==> config.mk <==
export PLATFORM = sky130hd
export DESIGN_NAME = pc_sequencer
export DESIGN_NICKNAME = d
export VERILOG_FILES = /design/src/rtl/pc_sequencer.sv
export SDC_FILE = /design/constraint.sdc
export NUM_CORES = 1
export LEC_CHECK = 0
export CAP_MARGIN = 20
export CORE_AREA = 2 2 216 154
export DETAILED_ROUTE_END_ITERATION = 10
export DIE_AREA = 0 0 218 156
export PLACE_DENSITY = 0.53
export SLEW_MARGIN = 20
export SYNTH_ARGS = -nofsm -noshare
export SYNTH_HDL_FRONTEND = slang
export SYNTH_SLANG_ARGS = --single-unit
==> constraint.sdc <==
create_clock -name clock -period 4.65 [get_ports clock]
set_clock_uncertainty 0.2 [all_clocks]
set_input_delay 0.465 -clock clock [delete_from_list [all_inputs] [get_ports clock]]
set_output_delay 0.465 -clock clock [all_outputs]
set_load 0.03 [all_outputs]
==> src/rtl/pc_sequencer.sv <==
// Fetch-stage PC sequencer: holds the fetch address and chooses the next PC from increment, branch, jump/call, RAS return, trap entry or trap return.
// Latency: one cycle from a redirect or advance sampled at an edge to the new pc; every output is registered.
// Backpressure: pc holds while fetch_valid=1 and fetch_ready=0; a redirect overrides a fetch that has not been accepted.
//
// Ports:
//   clock, reset_n                     clock and asynchronous active-low reset
//   fetch_valid/fetch_ready, pc        fetch request handshake towards instruction memory
//   branch_taken/branch_target         resolved taken branch
//   jump/call/jump_target              unconditional jump; with call, the link is pushed onto the RAS
//   ret/ret_target                     return via RAS top, or via ret_target when the RAS is empty
//   trap/mret, epc                     trap entry/return and the saved trap PC
//   halt/resume, halted                halt control
//   ras_empty/ras_full                 RAS occupancy flags
module pc_sequencer #(
  parameter int                XLEN         = 32,
  parameter logic [XLEN-1:0]   RESET_VECTOR = 32'h0000_0000,
  parameter logic [XLEN-1:0]   TRAP_VECTOR  = 32'h0000_0080,
  parameter int                INSTR_BYTES  = 4,
  parameter int                RAS_DEPTH    = 4
) (
  input  logic            clock,
  input  logic            reset_n,
  output logic            fetch_valid,
  input  logic            fetch_ready,
  output logic [XLEN-1:0] pc,
  input  logic            branch_taken,
  input  logic [XLEN-1:0] branch_target,
  input  logic            jump,
  input  logic            call,
  input  logic [XLEN-1:0] jump_target,
  input  logic            ret,
  input  logic [XLEN-1:0] ret_target,
  input  logic            trap,
  input  logic            mret,
  input  logic            halt,
  input  logic            resume,
  output logic [XLEN-1:0] epc,
  output logic            ras_empty,
  output logic            ras_full,
  output logic            halted
);

  localparam int PW = $clog2(RAS_DEPTH);
  localparam int CW = $clog2(RAS_DEPTH) + 1;

  localparam logic [XLEN-1:0] INC        = XLEN'(INSTR_BYTES);
  // Clears the low log2(INSTR_BYTES) bits of every loaded target.
  localparam logic [XLEN-1:0] ALIGN_MASK = ~(XLEN'(INSTR_BYTES - 1));
  localparam logic [CW-1:0]   CNT_FULL   = CW'(RAS_DEPTH);

  typedef enum logic [1:0] {
    ST_BOOT = 2'd0,
    ST_RUN  = 2'd1,
    ST_HALT = 2'd2
  } state_t;

  state_t          state, state_nxt;
  logic [XLEN-1:0] pc_nxt, epc_nxt;
  logic [XLEN-1:0] pc_inc;

  // Return-address stack: ras_ptr names the current top entry.
  logic [XLEN-1:0] ras_mem [RAS_DEPTH];
  logic [PW-1:0]   ras_ptr;
  logic [PW-1:0]   ras_ptr_inc;
  logic [CW-1:0]   ras_cnt;
  logic [XLEN-1:0] ras_top;
  logic            ras_push, ras_pop, ras_ovw;

  // Wraps modulo 2^XLEN; also used as the call link.
  assign pc_inc      = pc + INC;
  assign ras_ptr_inc = ras_ptr + PW'(1);
  assign ras_top     = ras_mem[ras_ptr];
  assign ras_empty   = (ras_cnt == '0);
  assign ras_full    = (ras_cnt == CNT_FULL);

  always_comb begin
    state_nxt = state;
    pc_nxt    = pc;
    epc_nxt   = epc;
    ras_push  = 1'b0;
    ras_pop   = 1'b0;
    ras_ovw   = 1'b0;
    unique case (state)
      ST_BOOT: state_nxt = ST_RUN;
      ST_RUN: begin
        if (trap) begin
          epc_nxt = pc;
          pc_nxt  = TRAP_VECTOR;
        end else if (mret) begin
          pc_nxt = epc & ALIGN_MASK;
        end else if (branch_taken) begin
          pc_nxt = branch_target & ALIGN_MASK;
        end else if (jump) begin
          pc_nxt = jump_target & ALIGN_MASK;
          // call+ret together replaces the top entry instead of pop-then-push.
          if (call) begin
            if (ret) ras_ovw  = 1'b1;
            else     ras_push = 1'b1;
          end
        end else if (ret) begin
          if (!ras_empty) begin
            pc_nxt  = ras_top & ALIGN_MASK;
            ras_pop = 1'b1;
          end else begin
            pc_nxt = ret_target & ALIGN_MASK;
          end
        end else if (halt) begin
          state_nxt = ST_HALT;
        end else if (fetch_ready) begin
          pc_nxt = pc_inc;
        end
      end
      ST_HALT: begin
        if (trap) begin
          epc_nxt   = pc;
          pc_nxt    = TRAP_VECTOR;
          state_nxt = ST_RUN;
        end else if (resume) begin
          state_nxt = ST_RUN;
        end
      end
      default: state_nxt = ST_BOOT;
    endcase
  end

  always_ff @(posedge clock or negedge reset_n) begin
    if (!reset_n) begin
      state       <= ST_BOOT;
      pc          <= RESET_VECTOR;
      epc         <= '0;
      fetch_valid <= 1'b0;
      halted      <= 1'b0;
    end else begin
      state       <= state_nxt;
      pc          <= pc_nxt;
      epc         <= epc_nxt;
      fetch_valid <= (state_nxt == ST_RUN);
      halted      <= (state_nxt == ST_HALT);
    end
  end

  // A push when full advances the pointer over the oldest entry; the count saturates.
  always_ff @(posedge clock or negedge reset_n) begin
    if (!reset_n) begin
      ras_ptr <= '0;
      ras_cnt <= '0;
    end else if (ras_push) begin
      ras_ptr <= ras_ptr_inc;
      if (!ras_full) ras_cnt <= ras_cnt + CW'(1);
    end else if (ras_pop) begin
      ras_ptr <= ras_ptr - PW'(1);
      ras_cnt <= ras_cnt - CW'(1);
    end
  end

  // Entry contents are don't-care after reset, so the array has no reset.
  always_ff @(posedge clock) begin
    if (ras_push)     ras_mem[ras_ptr_inc] <= pc_inc;
    else if (ras_ovw) ras_mem[ras_ptr]     <= pc_inc;
  end

endmodule

# Yosys cells after proc, flatten, opt, wreduce, memory -nomap -nowiden
# Memories as Yosys holds them, arrays and structs flattened.
# Index checks and enable logic that the tools add are counted.
dict set report totals {
  regBits 73
  in_bits 107
  mem_count 1
  ram_bits 128
}
# name words width rd rd_ports_with_merged_regs write_ports line_no
set memory_table {}
lappend memory_table {ras_mem 4 32 1 0 1 62} ;# logic [XLEN-1:0] ras_mem [RAS_DEPTH];
dict set report op_classes {
  eq_ne 9
  reduce_logical 9
  mux 53
  add_sub_neg 5
}
# cell count
set ops {}
lappend ops {{32-bit two-way mux} 10}
lappend ops {{32-bit case mux with 2 select lines} 1}
lappend ops {{32-bit by 3-bit adder with 32-bit output, second input constant} 1}
lappend ops {{32-bit OR reduction} 1}
lappend ops {{1-bit two-way mux} 27}
lappend ops {{2-bit two-way mux} 11}
lappend ops {{7-bit != test, second input constant} 2}
lappend ops {{3-bit two-way mux} 3}
lappend ops {{2-bit case mux with 3 select lines} 1}
lappend ops {{2-bit by 1-bit equality test with 1-bit output, second input constant} 2}
lappend ops {{2-bit equality test, second input constant} 2}
lappend ops {{2-bit != test, second input constant} 2}
lappend ops {{2-bit AND reduction} 2}
lappend ops {{4-bit AND reduction} 1}
lappend ops {{2-bit nonzero test} 2}
lappend ops {{3-bit by 1-bit adder with 3-bit output, second input constant} 1}
lappend ops {{3-bit equality test, second input constant} 1}
lappend ops {{3-bit zero test} 1}
lappend ops {{3-bit by 1-bit subtractor with 3-bit output, second input constant} 1}
lappend ops {{2-bit by 1-bit adder with 2-bit output, second input constant} 1}
lappend ops {{2-bit zero test} 1}
lappend ops {{2-bit OR reduction} 1}
lappend ops {{2-bit by 1-bit subtractor with 2-bit output, second input constant} 1}

# Depth between registers and ports, before layout
# Gate-level depths: netlist (run 1).
dict set report depth {
  depth_word 12
  mapped_depth 9
}

# Worst setup path after synthesis (run 1)
# No wires, ideal clock.
dict set report synth_timing {
  path_kind {input to register}
  startpoint {input port trap}
  endpoint {memory ras_mem[3][10] (enable)}
  cell_stages 4
  t_required_ns 3.957
  setup_ns 0.493
  slack_ns -0.225
  arrival_ns 4.182
  path_buffers 1
  cell_sequence {clkbuf_1 > nor4b_1 > nand3_1 > nor4_1}
}
dict set report synth_between {
  elab_chain_len 7
}
# item line_no
set synth_lines {}
lappend synth_lines {{from (decl)} 33} ;# input logic trap,
lappend synth_lines {{1-bit two-way mux} 86} ;# if (trap) begin
lappend synth_lines {{1-bit two-way mux} 83} ;# unique case (state)
lappend synth_lines {{1-bit two-way mux} 159} ;# else if (ras_ovw) ras_mem[ras_ptr] <= pc_inc;
lappend synth_lines {{1-bit two-way mux} 158} ;# if (ras_push) ras_mem[ras_ptr_inc] <= pc_inc;
lappend synth_lines {{1-bit two-way mux (implied by the code)} 159}
lappend synth_lines {{32-bit OR reduction (no source line)} n/a}
lappend synth_lines {{2-bit two-way mux (no source line) or 1-bit two-way mux (tied branches)} n/a}
lappend synth_lines {{to (decl)} 62}
# Several ways; a longest one is shown, not always the timed one.

# Final worst setup path (run 1)
dict set report layout_timing {
  startpoint {register ras_cnt[0]}
  endpoint {output port ras_empty}
}
dict set report layout_between {
  elab_chain_len 1
}
# item line_no
set layout_lines {}
lappend layout_lines {{from (decl)} 65} ;# logic [CW-1:0] ras_cnt;
lappend layout_lines {{from (signal assigned)} 149} ;# if (!ras_full) ras_cnt <= ras_cnt + CW'(1);
lappend layout_lines {{from (signal assigned)} 152} ;# ras_cnt <= ras_cnt - CW'(1);
lappend layout_lines {{3-bit zero test} 73} ;# assign ras_empty = (ras_cnt == '0);
lappend layout_lines {{to (decl)} 38} ;# output logic ras_empty,
# No other way between the ends.

==> reports/metrics.yaml, run 1 <==
synth-main-ff-cell: "edfxtp_1"
grt_antenna_before_repair: 0
met2WireLength_mm: 15.51
avgSynthCellArea_um2: 12.35
yosys_warnings: 0
ctsLongestPathBuffers: 2
vias: 7455
leakagePower_nw: 4.372
cp-start-kind: "flop"
cts_max_level: 4
worst_setup_path_end_kind: "output pin"
wl_met1_mm: 15.46
fin_crit_sh: 0.7176
grt_setup_unrepaired: "false"
antenna_cells: 0
dr_wl_met3_mm: 2.401
post-route-util: 0.3825
areaGrowthSynthToFinish_pct: 28.41
place_ws_ns: 1.234
die_h_um: 156
viasPerCell: 5.442
drtAntennaViolNets: 0
synth_common_cells: "120 x edfxtp_1, 79 x nand2_1, 69 x dfrtp_1"
worst_hold_path_type: "reg2reg"
grt_pass1_wl_mm: 48.96
slew_headroom: 0.3505
worstPathRequired_ns: 3.98
io_buffers: 164
core_mm2: 0.03193
wl_per_cell_um: 24.64
r2r_cells: 4
cts_tree: "yes"
tightestPinTransition_ns: 0.9742
r2r_slack_ns: 1.60
synth.top_cell.area_share: 0.3788
synth_edf_count: 120
overflow: 0
fmax_ghz: 0.2997
cts.repair.resized: 0
hold_viol: 0
cp-endpoint: "ras_empty"
detail_route.first_pass.iterations: 5
clock-sinks: 189
num_rows: 55
die_x_um: 218
synth_area_leaders: "edfxtp_1 38%, dfrtp_1 18%, mux4_2 7.1%"
synthesis.area_mm2: 0.009512
yosysTopAreaCell: "edfxtp_1"
wirelength_mm: 33.76
root_buffer: "clkbuf_16"
slew_viol_final: 0
drt_iter0_drc: 720
critPathArrivalTime_ns: 2.67
yosysUniqueCellTypes: 74
fin_ws_ns: 1.313
fin_hold_ws_ns: 0.2988
dp_hpwl_mm: 23.14
yosys.cell_count.top_type: "edfxtp_1"
synth-seq-cells: 189
setup_viol: 0
insertion_delay_ns: 0.45
period_minus_slack_ns: 3.337
clkTransAtPathRegs_ns: 0.07
groute.usage.overall: 0.1993
setup_tns_ns: 0
finalNetCount: 1043
ios: 175
status: "finished, final reports clean"
grt_start_max_net_pins: 40
top_layer_used: "met4"
grt_pass1_vias: 7387
powerDensity_mw_per_mm2: 558.2
reg2reg_from: "pc[4]$_DFFE_PN0P_"
path_max_fanout: 13
drive_above_1_share: 0.1400
numCtsBuffers: 17
startpoint: "ras_cnt[0]$_DFFE_PN0P_"
cap_viol_max_count: 0
cts_setup_buffers: 0
r2r-end: "ras_mem[0][28]$_DFFE_PP_"
vdd_drop_max_uv: 184.0
dieArea_mm2: 0.03401
globalplace.congestion: 0.7951
netlist_instances: 770
drc: 0
critPathKind: "reg2out"
async_flop_share: 0.3651
ys_seq_area_frac: 0.5604
initial_core_util: 0.2979
-- how the worst min path moves through the flow --
stage	from	to	slack, ns	cells after the start
after floorplan	reset_n	epc[10]$_DFFE_PN0P_	-0.03	0
after global placement	reset_n	fetch_valid$_DFF_PN0_	0.27	1
after detailed placement	reset_n	halted$_DFF_PN0_	0.27	1
after CTS	ras_cnt[2]$_DFFE_PN0P_	ras_cnt[2]$_DFFE_PN0P_	0.29	1
after global routing	ras_cnt[2]$_DFFE_PN0P_	ras_cnt[2]$_DFFE_PN0P_	0.31	1
final	ras_cnt[2]$_DFFE_PN0P_	ras_cnt[2]$_DFFE_PN0P_	0.30	1
-- kinds of logic after synthesis --
family / synth area share
multiplexers: 0.1087
other: 0.0003943
XOR/XNOR: 0.01750
AND/OR/NAND/NOR: 0.1212
AO/OA/AOI/OAI: 0.1440
flip-flops: 0.5604
adder cells (fa/ha/maj): 0.008682
buffers and inverters: 0.03920
-- cell type report --
class	count	area, um2
fillers	3106	19720
flip-flops and latches	189	5333
multi-input cells	507	3837
repair buffers	192	1872
well taps	427	534.3
clock buffers	22	475.5
inverters	23	86.33
clock inverters	10	76.32
-- metal layers --
layer	GRT usage	up-vias
met5	0	-
met4	0.03822	0
met3	0.05380	28
met2	0.3075	277
met1	0.2821	3820
li1	-	3330
-- through the flow --
step | cells | power [W] | area, um2
6_report | 1370 | 0.006818 | 12210
5_1_grt | 1370 | 0.007136 | 12210
4_1_cts | 1370 | 0.006857 | 12210
3_5_place_dp | 1337 | 0.005448 | 11650
3_3_place_gp | 1337 | 0.005434 | 11650
2_1_floorplan | 773 | 0.004281 | 9523
-- worst max-delay path, stage by stage (launching register included) --
cell and delay, ns:
dfrtp_1 0.43, or3_1 0.41, inv_1 0.58, clkdlybuf4s50_1 0.81
-- power breakdown --
group	internal (W)	total [W]	switching, W
clock network	0.000738	0.00140	0.000667
logic	0.00117	0.00275	0.00158
registers	0.00218	0.00266	0.000482
total	0.00409	0.00682	0.00273
-- state kept, by name (all words and copies together) (netlist names) --
name and count:
pc 30, epc 30, halted 1, ras_ptr 2, state 2, ras_mem 120, ras_cnt 3, fetch_valid 1
-- timing repair --
action	in CTS	in global routing
endpoints found under the hold margin	31	0
endpoints found under the setup margin	0	0
hold buffers	1	0
-- cells in the final DEF, fill, tap and decap left out, drive strengths merged, types with 7 or more instances in the layout --
master / n
o31ai: 10
nor2b: 8
o21ai: 32
xnor2: 14
mux4: 30
dfrtp: 69
o22ai: 13
or2: 7
nand2: 79
edfxtp: 120
or4: 7
nor3: 23
mux2: 22
inv: 27
clkdlybuf4s50: 162
a22oi: 17
a211oi: 13
nor2: 30
nand4: 8
nand2b: 10
o311ai: 9
mux2i: 11
clkbuf: 22
nor4: 9
buf: 29
nand3: 25
a21oi: 20
Note: power is estimated with default switching activity, not from simulation.
==> inputs of run 2 (changes only) <==
--- a/config.mk
+++ b/config.mk
@@ -9,7 +9,7 @@
 export CORE_AREA = 2 2 216 154
 export DETAILED_ROUTE_END_ITERATION = 10
 export DIE_AREA = 0 0 218 156
-export PLACE_DENSITY = 0.53
+export PLACE_DENSITY = 0.51
 export SLEW_MARGIN = 20
 export SYNTH_ARGS = -nofsm -noshare
 export SYNTH_HDL_FRONTEND = slang
==> constraint.sdc (replaced) <==
create_clock -name clock -period 3.3 [get_ports clock]
set_clock_uncertainty 0.2 [all_clocks]
set_input_delay 0.33 -clock clock [delete_from_list [all_inputs] [get_ports clock]]
set_output_delay 0.33 -clock clock [all_outputs]
set_load 0.03 [all_outputs]
==> run 2 against run 1 <==
  * Final cell count rose by 2.3%
  * Clock power rose by 46%
  * Global-route usage rose by 0.16 points
  * Hold slack got worse by 0.042 ns
  * Count of clock-buffer cells in the layout rose by 1
  * Sequential cell count did not move
==> reports/metrics.yaml, run 2 (synthesis gave the netlist of run 1 again) <==
status: "finished, final reports clean"
fmax_ghz: 0.3684
layout_commonest_cell: "clkdlybuf4s50_1"
grt_start_max_net_pins: 70
largest_reg_flops: 120
leakagePower_nw: 4.562
post-route-util: 0.3931
drt_iter0_drc: 728
critPathArrivalTime_ns: 2.83
cts_setup_buffers: 0
fin_ws_ns: 0.5858
nFillCells: 3090
stdcell_area_mm2: 0.01255
worstPathRequired_ns: 3.42
multi_input_area_mm2: 0.003855
vias: 7539
dieArea_mm2: 0.03401
cap_viol_max_count: 0
cp-start-kind: "flop"
clkTransAtPathRegs_ns: 0.07
wirelength_mm: 33.87
powerDensity_mw_per_mm2: 786.9
initial_core_util: 0.2979
grt_antenna_before_repair: 0
grt_setup_unrepaired: "false"
root_buffer: "clkbuf_16"
ios: 175
antenna_cells: 0
dp_cells: 1369
hold_viol: 0
tightestPinTransition_ns: 0.8134
die_x_um: 218
place_ws_ns: 0.3290
core_mm2: 0.03193
areaGrowthSynthToFinish_pct: 31.98
path_max_fanout: 5
finalNetCount: 1075
detail_route.first_pass.iterations: 5
drc: 0
cts_tree: "yes"
drtAntennaViolNets: 0
setup_tns_ns: 0
grt_pass1_wl_mm: 49.81
slew_viol_final: 0
worst_hold_path_type: "in2async"
grt_pass1_vias: 7434
drive_above_1_share: 0.1713
placed_cell_area_mm2: 0.01196
setup_viol: 0
seq_area_mm2: 0.005333
viasPerCell: 5.377
io_buffers: 164
slew_headroom: 0.4577
vdd_drop_max_uv: 365.5
ctsLongestPathBuffers: 2
top_register: "ras_mem"
numCtsBuffers: 17
reg_top3: "ras_mem (120), epc (30), pc (30)"
critPathKind: "reg2reg"
die_h_um: 156
final_cell_mix: "161 x clkdlybuf4s50_1, 120 x edfxtp_1, 79 x nand2_1"
worst_setup_path_end_kind: "flop"
stdcell_count: 1402
globalplace.congestion: 0.8018
num_rows: 55
insertion_delay_ns: 0.44
clock-sinks: 189
fin_crit_sh: 0.8225
cts_max_level: 4
groute.usage.overall: 0.2010
dp_hpwl_mm: 23.92
wl_per_cell_um: 24.16
period_minus_slack_ns: 2.714
overflow: 0
[run 2: cell count changes in the layout (fill, tap and decap cells not counted), sizes merged]
cell and change:
buf +33, clkinv -1, inv -1, clkinvlp +1, clkbuf +1, clkdlybuf4s50 -1
[run 2: repair_timing]
| item | 4_1_cts | 5_1_grt |
|---|---|---|
| gates resized for setup | 0 | 0 |
| hold endpoints to repair | 69 | 0 |
| hold buffers | 1 | 0 |
[run 2: per-stage QoR]
step	power, W	hold WS [ns]
CTS	0.009917	0.2746
global placement	0.007844	0.1933
detailed placement	0.007871	0.1900
floorplan	0.006037	-0.1656
finish	0.009879	0.2568
global route	0.01036	0.3116
[run 2: routing by layer]
| layer | share of wire | track usage | vias to the layer above |
|---|---|---|---|
| met3 | 0.077 | 0.04522 | 17 |
| met4 | 0.0078 | 0.03466 | 0 |
| li1 | - | - | 3385 |
| met2 | 0.43 | 0.2964 | 301 |
| met5 | 0 | 0 | - |
| met1 | 0.48 | 0.3027 | 3836 |
[run 2: layout make-up]
type | instances | share of cell area
Sequential cell | 189 | 0.4248
Clock buffer | 23 | 0.04057
Timing Repair Buffer | 224 | 0.1720
Multi-Input combinational cell | 507 | 0.3071
Clock inverter | 9 | 0.006080
Tap cell | 427 | 0.04256
Inverter | 23 | 0.006877
[run 2: final timing paths]
path | start | endpoint | slack, ns | cells after the start
setup / recovery | state[1]$_DFF_PN0_ | ras_cnt[1]$_DFFE_PN0P_ | 0.59 | 9
hold / removal | reset_n | fetch_valid$_DFF_PN0_ | 0.26 | 3
setup reg to reg | state[1]$_DFF_PN0_ | ras_cnt[1]$_DFFE_PN0P_ | 0.59 | 9
hold reg to reg | ras_cnt[2]$_DFFE_PN0P_ | ras_cnt[2]$_DFFE_PN0P_ | 0.30 | 1
max in group asynchronous | reset_n | epc[7]$_DFFE_PN0P_ | 2.29 | 3
min in group clock | ras_cnt[2]$_DFFE_PN0P_ | ras_cnt[2]$_DFFE_PN0P_ | 0.30 | 1
[run 2: where the power goes]
| part | leakage, nW | internal (W) | switching [W] |
|---|---|---|---|
| clock network | 0.285 | 0.00110 | 0.000948 |
| registers | 2.00 | 0.00307 | 0.000613 |
| logic | 2.28 | 0.00179 | 0.00235 |
| total | 4.56 | 0.00597 | 0.00391 |
[run 2: worst max-delay path, cell delays in order, from the launching register on]
cell and delay (ns):
dfrtp_1 0.42, inv_1 0.09, ha_1 0.22, nor4b_1 0.35, nand3_1 0.16, buf_4 0.22
nor2_1 0.18, inv_1 0.08, fa_1 0.42, mux2_2 0.27
==> inputs of run 3 (changes only) <==
--- a/config.mk
+++ b/config.mk
@@ -9,7 +9,7 @@
 export CORE_AREA = 2 2 216 154
 export DETAILED_ROUTE_END_ITERATION = 10
 export DIE_AREA = 0 0 218 156
-export PLACE_DENSITY = 0.51
+export PLACE_DENSITY = 0.53
 export SLEW_MARGIN = 20
 export SYNTH_ARGS = -nofsm -noshare
 export SYNTH_HDL_FRONTEND = slang
==> constraint.sdc (replaced) <==
create_clock -name clock -period 2.45 [get_ports clock]
set_clock_uncertainty 0.2 [all_clocks]
set_input_delay 0.245 -clock clock [delete_from_list [all_inputs] [get_ports clock]]
set_output_delay 0.245 -clock clock [all_outputs]
set_load 0.03 [all_outputs]
==> run 3 against run 2 <==
  * Sequential share of layout area is 2.3 points lower
  * Sequential power is 25% higher
  * Setup slack worse by 0.54 ns
  * Largest cell class unchanged
  * Maximum frequency is 13% higher
  * Combinational power is 59% higher
==> reports/metrics.yaml, run 3 (synthesis gave the netlist of run 1 again) <==
status: "finished, final reports clean"
critPathArrivalTime_ns: 2.38
setup_viol: 0
vias: 7989
critical-path-max-stage-delay_ns: 0.40
worstPathRequired_ns: 2.43
layout_commonest_cell: "clkdlybuf4s50_1"
cp-endpoint: "ras_mem[1][18]$_DFFE_PP_"
critPathKind: "reg2reg"
worst_setup_path_end_kind: "flop"
root_buffer: "clkbuf_16"
slew_viol_final: 0
fin_crit_sh: 0.9823
r2r_slack_ns: 0.04
drt_iter0_drc: 795
cts_tree: "yes"
antenna_cells: 0
hold_viol: 0
leakagePower_nw: 4.951
finalNetCount: 1141
numCtsBuffers: 17
powerDensity_mw_per_mm2: 1055
drc: 0
num_rows: 55
critical-path-top-delay-family: "simple AND/OR/NAND/NOR gates"
worstPathCellList: "and4_1, nand4_1, buf_4, o31a_1, or2_2"
core_mm2: 0.03193
startpoint: "pc[11]$_DFFE_PN0P_"
path_max_fanout: 12
slew_headroom: 0.5589
wl_per_cell_um: 24.71
r2r-end: "ras_mem[1][18]$_DFFE_PP_"
fmax_ghz: 0.4155
overflow: 0
dp_hpwl_mm: 26.35
grt_start_max_net_pins: 42
cp-start-kind: "flop"
crit_buf_inv: 1
top_register: "ras_mem"
wirelength_mm: 36.28
final_cell_mix: "160 x clkdlybuf4s50_1, 120 x edfxtp_1, 111 x buf_4"
cts_setup_buffers: 0
path_depth: 5
r2r_cells: 5
largest_reg_flops: 120
clock-sinks: 189
reg2reg_from: "pc[11]$_DFFE_PN0P_"
viasPerCell: 5.442
grt_pass1_wl_mm: 52.94
cp_slowest_cell: "dfrtp_1"
vdd_drop_max_uv: 492.8
drive_above_1_share: 0.2363
groute.usage.overall: 0.2159
initial_core_util: 0.2979
fin_ws_ns: 0.04347
grt_antenna_before_repair: 0
clkTransAtPathRegs_ns: 0.07
io_buffers: 164
grt_pass1_vias: 7847
detail_route.first_pass.iterations: 6
die_x_um: 218
tightestPinTransition_ns: 0.6616
fin_hold_ws_ns: 0.1540
ios: 175
drtAntennaViolNets: 0
cts_max_level: 4
period_minus_slack_ns: 2.407
globalplace.congestion: 0.8925
reg_top3: "ras_mem (120), epc (30), pc (30)"
ctsLongestPathBuffers: 2
place_ws_ns: -0.1747
cap_viol_max_count: 0
insertion_delay_ns: 0.45
worst_hold_path_type: "in2async"
die_h_um: 156
dieArea_mm2: 0.03401
areaGrowthSynthToFinish_pct: 39.46
-- run 3: repair_timing --
item                       CTS  global route
hold endpoints to repair    37             0
pin swaps                    0             1
cloned                       0             0
hold buffers                 1             0
setup endpoints to repair   17            52
resized for setup            8            18
-- run 3: where the power goes --
part           switching [W]  internal [W]
clock network        0.00130       0.00151
logic                0.00377       0.00282
registers           0.000457       0.00413
total                0.00553       0.00846
-- run 3: final cells by class --
type / count / area [um2]
Tap cell: 427 / 534.3
Clock buffer: 18 / 429.2
Multi-Input combinational cell: 507 / 3968
Fill cell: 3087 / 18670
Clock inverter: 14 / 141.4
Timing Repair Buffer: 290 / 2770
Inverter: 23 / 90.09
Sequential cell: 189 / 5333
-- run 3: through the flow --
step | cells | TNS [ns] | util | power, W | area (um2)
6_report | 1468 | 0 | 0.4154 | 0.01399 | 13270
5_1_grt | 1468 | -0.01342 | 0.4154 | 0.01465 | 13270
4_1_cts | 1468 | 0 | 0.4137 | 0.01396 | 13210
3_5_place_dp | 1435 | -8.434 | 0.3948 | 0.01113 | 12610
3_3_place_gp | 1435 | -6.400 | 0.3948 | 0.01107 | 12610
2_1_floorplan | 773 | -31.10 | - | 0.008164 | 9600
-- run 3: worst min path at each step --
| stage | from | to | slack (ns) | cells after the start |
|---|---|---|---|---|
| after CTS | reset_n | pc[30]$_DFFE_PN0P_ | 0.19 | 2 |
| final | reset_n | halted$_DFF_PN0_ | 0.15 | 2 |
| after detailed placement | reset_n | halted$_DFF_PN0_ | 0.12 | 1 |
| after floorplan | reset_n | epc[10]$_DFFE_PN0P_ | -0.25 | 0 |
| after global placement | reset_n | halted$_DFF_PN0_ | 0.11 | 1 |
| after global routing | reset_n | halted$_DFF_PN0_ | 0.20 | 2 |
-- run 3: routing by layer --
metal,wire length (um),vias to the layer above,share of wire,GRT usage
li1,-,3507,-,-
met1,16830,4050,0.46,0.3198
met2,15730,392,0.43,0.3129
met3,3054,40,0.084,0.05283
met4,661,0,0.018,0.05637
met5,0,-,0,0
